### src/rtl/ib_mul_seq.sv
// Sequential shift-add multiplier: WA x WB operands, BPC multiplier bits retired per cycle,
// per-operation signed/unsigned mode, start/done handshake with busy flag.
module ib_mul_seq #(
  parameter int unsigned WA  = 8,
  parameter int unsigned WB  = 8,
  parameter int unsigned BPC = 1
) (
  input  logic              i_clk,
  input  logic              i_rst,
  input  logic              i_start,
  input  logic              i_signed,
  input  logic [WA-1:0]     i_a,
  input  logic [WB-1:0]     i_b,
  output logic [WA+WB-1:0]  o_c,
  output logic              o_done,
  output logic              o_busy
);

  localparam int unsigned WP = WA + WB;
  localparam int unsigned N  = WB / BPC;
  localparam int unsigned CW = $clog2(N + 1);

  if ((WB % BPC) != 0 || WA < 2 || WB < 2) begin : g_bad_params
    $error("ib_mul_seq: WB must be a multiple of BPC and WA, WB must be >= 2");
  end

  typedef enum logic [1:0] {IDLE, RUN, FIX} state_t;

  state_t          state, state_nx;
  logic [WP-1:0]   a_sh;
  logic [WP-1:0]   acc;
  logic [WB-1:0]   b_sh;
  logic [CW-1:0]   cnt;
  logic            neg;
  logic [WA-1:0]   a_mag;
  logic [WB-1:0]   b_mag;
  logic [WP-1:0]   pp;

  // Magnitudes fit unsigned in WA/WB bits, including -2^(W-1).
  always_comb begin
    a_mag = (i_signed && i_a[WA-1]) ? (~i_a + WA'(1)) : i_a;
    b_mag = (i_signed && i_b[WB-1]) ? (~i_b + WB'(1)) : i_b;
    pp    = a_sh * WP'(b_sh[BPC-1:0]);
  end

  always_comb begin
    state_nx = state;
    case (state)
      IDLE:    if (i_start) state_nx = RUN;
      RUN:     if (cnt == CW'(N - 1)) state_nx = FIX;
      FIX:     state_nx = IDLE;
      default: state_nx = IDLE;
    endcase
  end

  assign o_busy = (state != IDLE);

  always_ff @(posedge i_clk or posedge i_rst) begin
    if (i_rst) begin
      state <= IDLE;
    end else begin
      state <= state_nx;
    end
  end

  // Multiplicand is pre-shifted each iteration instead of tracking a bit offset.
  always_ff @(posedge i_clk or posedge i_rst) begin
    if (i_rst) begin
      a_sh   <= '0;
      b_sh   <= '0;
      acc    <= '0;
      cnt    <= '0;
      neg    <= 1'b0;
      o_c    <= '0;
      o_done <= 1'b0;
    end else begin
      o_done <= 1'b0;
      case (state)
        IDLE: begin
          if (i_start) begin
            a_sh <= WP'(a_mag);
            b_sh <= b_mag;
            neg  <= i_signed & (i_a[WA-1] ^ i_b[WB-1]);
            acc  <= '0;
            cnt  <= '0;
          end
        end
        RUN: begin
          acc  <= acc + pp;
          a_sh <= a_sh << BPC;
          b_sh <= b_sh >> BPC;
          cnt  <= cnt + CW'(1);
        end
        FIX: begin
          o_c    <= neg ? (~acc + WP'(1)) : acc;
          o_done <= 1'b1;
        end
        default: ;
      endcase
    end
  end

endmodule

### config.mk
export PLATFORM = sky130hd
export DESIGN_NAME = ib_mul_seq
export DESIGN_NICKNAME = d
export VERILOG_FILES = /design/src/rtl/ib_mul_seq.sv
export SDC_FILE = /design/constraint.sdc
export NUM_CORES = 1
export LEC_CHECK = 0
export ABC_AREA = 1
export ABC_CLOCK_PERIOD_IN_PS = 5100
export BUFFER_PORTS_ARGS = -buffer_cell sky130_fd_sc_hd__buf_4
export CORE_MARGIN = 10
export CORE_UTILIZATION = 59
export DETAILED_ROUTE_END_ITERATION = 6
export PLACE_DENSITY = 0.88
export RECOVER_POWER = 50
export SLEW_MARGIN = 20
export SYNTH_ARGS = -nofsm -noshare
export SYNTH_HDL_FRONTEND = slang
export SYNTH_SLANG_ARGS = --single-unit
export TNS_END_PERCENT = 50
### constraint.sdc
create_clock -name i_clk -period 5.1 [get_ports i_clk]
set_input_delay 1.02 -clock i_clk [delete_from_list [all_inputs] [get_ports i_clk]]
set_output_delay 1.02 -clock i_clk [all_outputs]
set_load 0.02 [all_outputs]
==> results_dict.tcl <==
set metrics [dict create \
    worstSkewPairLatency_ns 0.35 \
    drive_above_1_share_pct 9.55 \
    dpl.hpwl_um 7290 \
    setup_viol 0 \
    synth_seq_cells 64 \
    ys_types 35 \
    slowest_stage "dfrtp_1" \
    start_kind "flop" \
    fin_cells 724 \
    grt_max_degree 65 \
    yosysMostFrequentCell "nand2_1" \
    skew_ns 0.00583 \
    yosysTopAreaCell "dfrtp_1" \
    hold_viol_final 0 \
    insertedDiodeCount 0 \
    fp.dieW_um 104 \
    seq_area_frac_synth_pct 38.3 \
    numPortBuffers 37 \
    setup_tns_ns 0 \
    place_congestion 0.872 \
    wl_per_cell_um 13.3 \
    critPathArrivalTime_ns 2.51 \
    drv_cap 0 \
    syn_area_sq_mm 0.00418 \
    clk_pin_slew_ns 0.07 \
    synthFlopType "dfrtp_1" \
    synth_edf_count 0 \
    rrSetupSlack_ns 2.83 \
    finalCritPeriodShare_pct 44.5 \
    syn_area_per_cell_sq_um 7.12 \
    required_ns 5.34 \
    fillers 575 \
    wl_met1_um 4170 \
    ctsHoldBuffers 0 \
    power.density_mw_per_mm2 599 \
    grt_pass1_vias 3842 \
    clock.fmax_mhz 440 \
    async_reset_ff_share_pct 100 \
    period_needed_ns 2.27 \
    syn_to_final_growth_pct 12.7 \
    cp_slowest_stage_delay_ns 0.66 \
    wl_met2_um 4730 \
    reg2reg_depth 13 \
    dr.pass1.iters 5 \
    worst_slew_pin_slew_ns 0.787 \
    die_area_sq_mm 0.0108 \
    yosysTopAreaCellShare_pct 38.3 \
    ir_drop_uv 409 \
    place_area_sq_mm 0.00450 \
    coreArea_sq_mm 0.00683 \
    track_usage_pct 18.0 \
    met3_length_um 538 \
    relSlewSlack_pct 47.3 \
    row_count 30 \
    synthTopCellsByArea "dfrtp_1 (38%), nand2_1 (17%), inv_1 (8.5%)" \
    r2r-end "acc[14]" \
    root_buffer "clkbuf_8" \
    routed_via_density 5.37 \
    post-route-util_pct 68.9 \
    cts.path.max_buffers 2 \
    dp_cells 709 \
    post_cts_resized 0 \
    htreeDepth 3 \
    cts_buffers 9 \
    hold_class "flop to flop" \
    crit_chain "nand2_1 -> inv_1 -> ha_1 -> inv_1 -> fa_1 -> inv_1 -> nand2_1 -> nand3_1 -> nand2_1 -> nand2_1 -> nand2_1 -> nand3_1 -> nand2_1" \
    antenna_found_initial 0 \
    cts_tree "built" \
    maxUsedRoutingLayer "met4" \
    cts_setup_buffers 0 \
    crit_fanout 17 \
    initial_core_util_pct 61.1 \
    rsz0062_at_grt "false" \
    grt_pass1_wl_um 16600 \
    grt-ovfl-total 0 \
    synth_commonest_cells "nand2_1 (192), inv_1 (95), dfrtp_1 (64), nand3_1 (39)" \
    crit_top_cell "nand2_1" \
    report.final.slew_viol_count 0 \
    status "finished clean" \
    cp-startpoint "b_sh[0]" \
    vias 3885 \
    r2r-start "b_sh[0]" \
    layout.nets 664 \
    endpoint_kind "flop" \
    cp-endpoint "acc[14]" \
    finalPower_mw 2.82 \
    cts_sinks 64 \
    synth_nets 627 \
    antenna_left 0 \
    io_pins 38 \
    total_leakage_power_nw 2.65 \
    die_h_um 104 \
    wl_um 9650 \
    ys_warn_count 0 \
    crit_type "flop to flop" \
    finalInstanceArea_sq_mm 0.00471 \
    drc 0 \
    drtIter0Drc 222 \
    synthCells 587 \
]
[cells in the final DEF, fill, tap and decap left out, types with 3 or more instances in the layout]
cell type | netlist | layout
o21ai_0 | 38 | 40
a21oi_1 | 16 | 16
buf_4 | 1 | 36
nor2_1 | 38 | 39
nand2_1 | 192 | 194
o211ai_1 | 3 | 3
nand3_1 | 39 | 39
a22oi_1 | 8 | 8
inv_1 | 95 | 96
ha_1 | 19 | 19
xor2_1 | 17 | 17
nand3b_1 | 5 | 5
nor3_1 | 7 | 7
clkbuf_8 | 0 | 13
o22ai_1 | 10 | 10
dfrtp_1 | 64 | 64
[cell families after synthesis]
| family | after synthesis | share of synthesized area, % |
|---|---|---|
| AND/OR/NAND/NOR | 291 | 29.3 |
| buffers and inverters | 110 | 10.8 |
| AO/OA/AOI/OAI | 84 | 11.6 |
| flip-flops | 64 | 38.3 |
| adder cells (fa/ha/maj) | 20 | 6.17 |
| XOR/XNOR | 18 | 3.77 |
[final cells by class]
| type | count | area [sq um] | share of cell area, % |
|---|---|---|---|
| Tap cell | 96 | 120 | 2.55 |
| Multi-Input combinational cell | 413 | 2090 | 44.4 |
| Sequential cell | 64 | 1600 | 34.0 |
| Inverter | 98 | 373 | 7.92 |
| Clock buffer | 13 | 179 | 3.80 |
| Timing Repair Buffer | 38 | 282 | 5.98 |
| Clock inverter | 2 | 60.1 | 1.28 |
[registers in the layout, indices dropped and copies added, names as in the netlist]
signal and flops:
acc 16, state 2, o_c 16, o_done 1
neg 1, b_sh 8, cnt 4, a_sh 16
[per-layer routing]
metal,GRT usage [%],vias up
li1,-,1928
met1,21.0,1817
met2,30.6,119
met3,4.15,21
met4,8.55,0
met5,0,-
[report_power, final]
part | internal [mW] | total [mW] | leakage [nW] | switching (mW)
Clock | 0.326 | 0.520 | 0.122 | 0.194
Sequential | 0.728 | 0.929 | 0.806 | 0.201
Combinational | 0.504 | 1.37 | 1.72 | 0.869
Total | 1.56 | 2.82 | 2.65 | 1.26
[per-stage QoR]
| step | hold slack, ns | worst slack [ns] |
|---|---|---|
| 2_1_floorplan | 0.449 | 2.48 |
| 3_3_place_gp | 0.463 | 3.02 |
| 3_5_place_dp | 0.467 | 2.88 |
| 4_1_cts | 0.485 | 2.84 |
| 5_1_grt | 0.504 | 2.58 |
| 6_report | 0.480 | 2.83 |
[how the worst min path moves through the flow]
stage                   end  cells past startpoint     from
floorplan           b_sh[7]                      2  b_sh[7]
global placement    o_c[14]                      2  o_c[14]
detailed placement  o_c[11]                      2  o_c[11]
CTS                 o_c[11]                      2  o_c[11]
global route        b_sh[7]                      2  b_sh[7]
finish              o_c[11]                      2  o_c[11]
[critical path, delay by kind of cell, from the launching register on]
family	cells	cell delay [ns]
adders and majority gates	2	0.55
buffers and inverters	3	0.22
DFF	1	0.66
and+or+nand+nor	8	0.74
No activity file was read; power rests on OpenSTA's default activity.
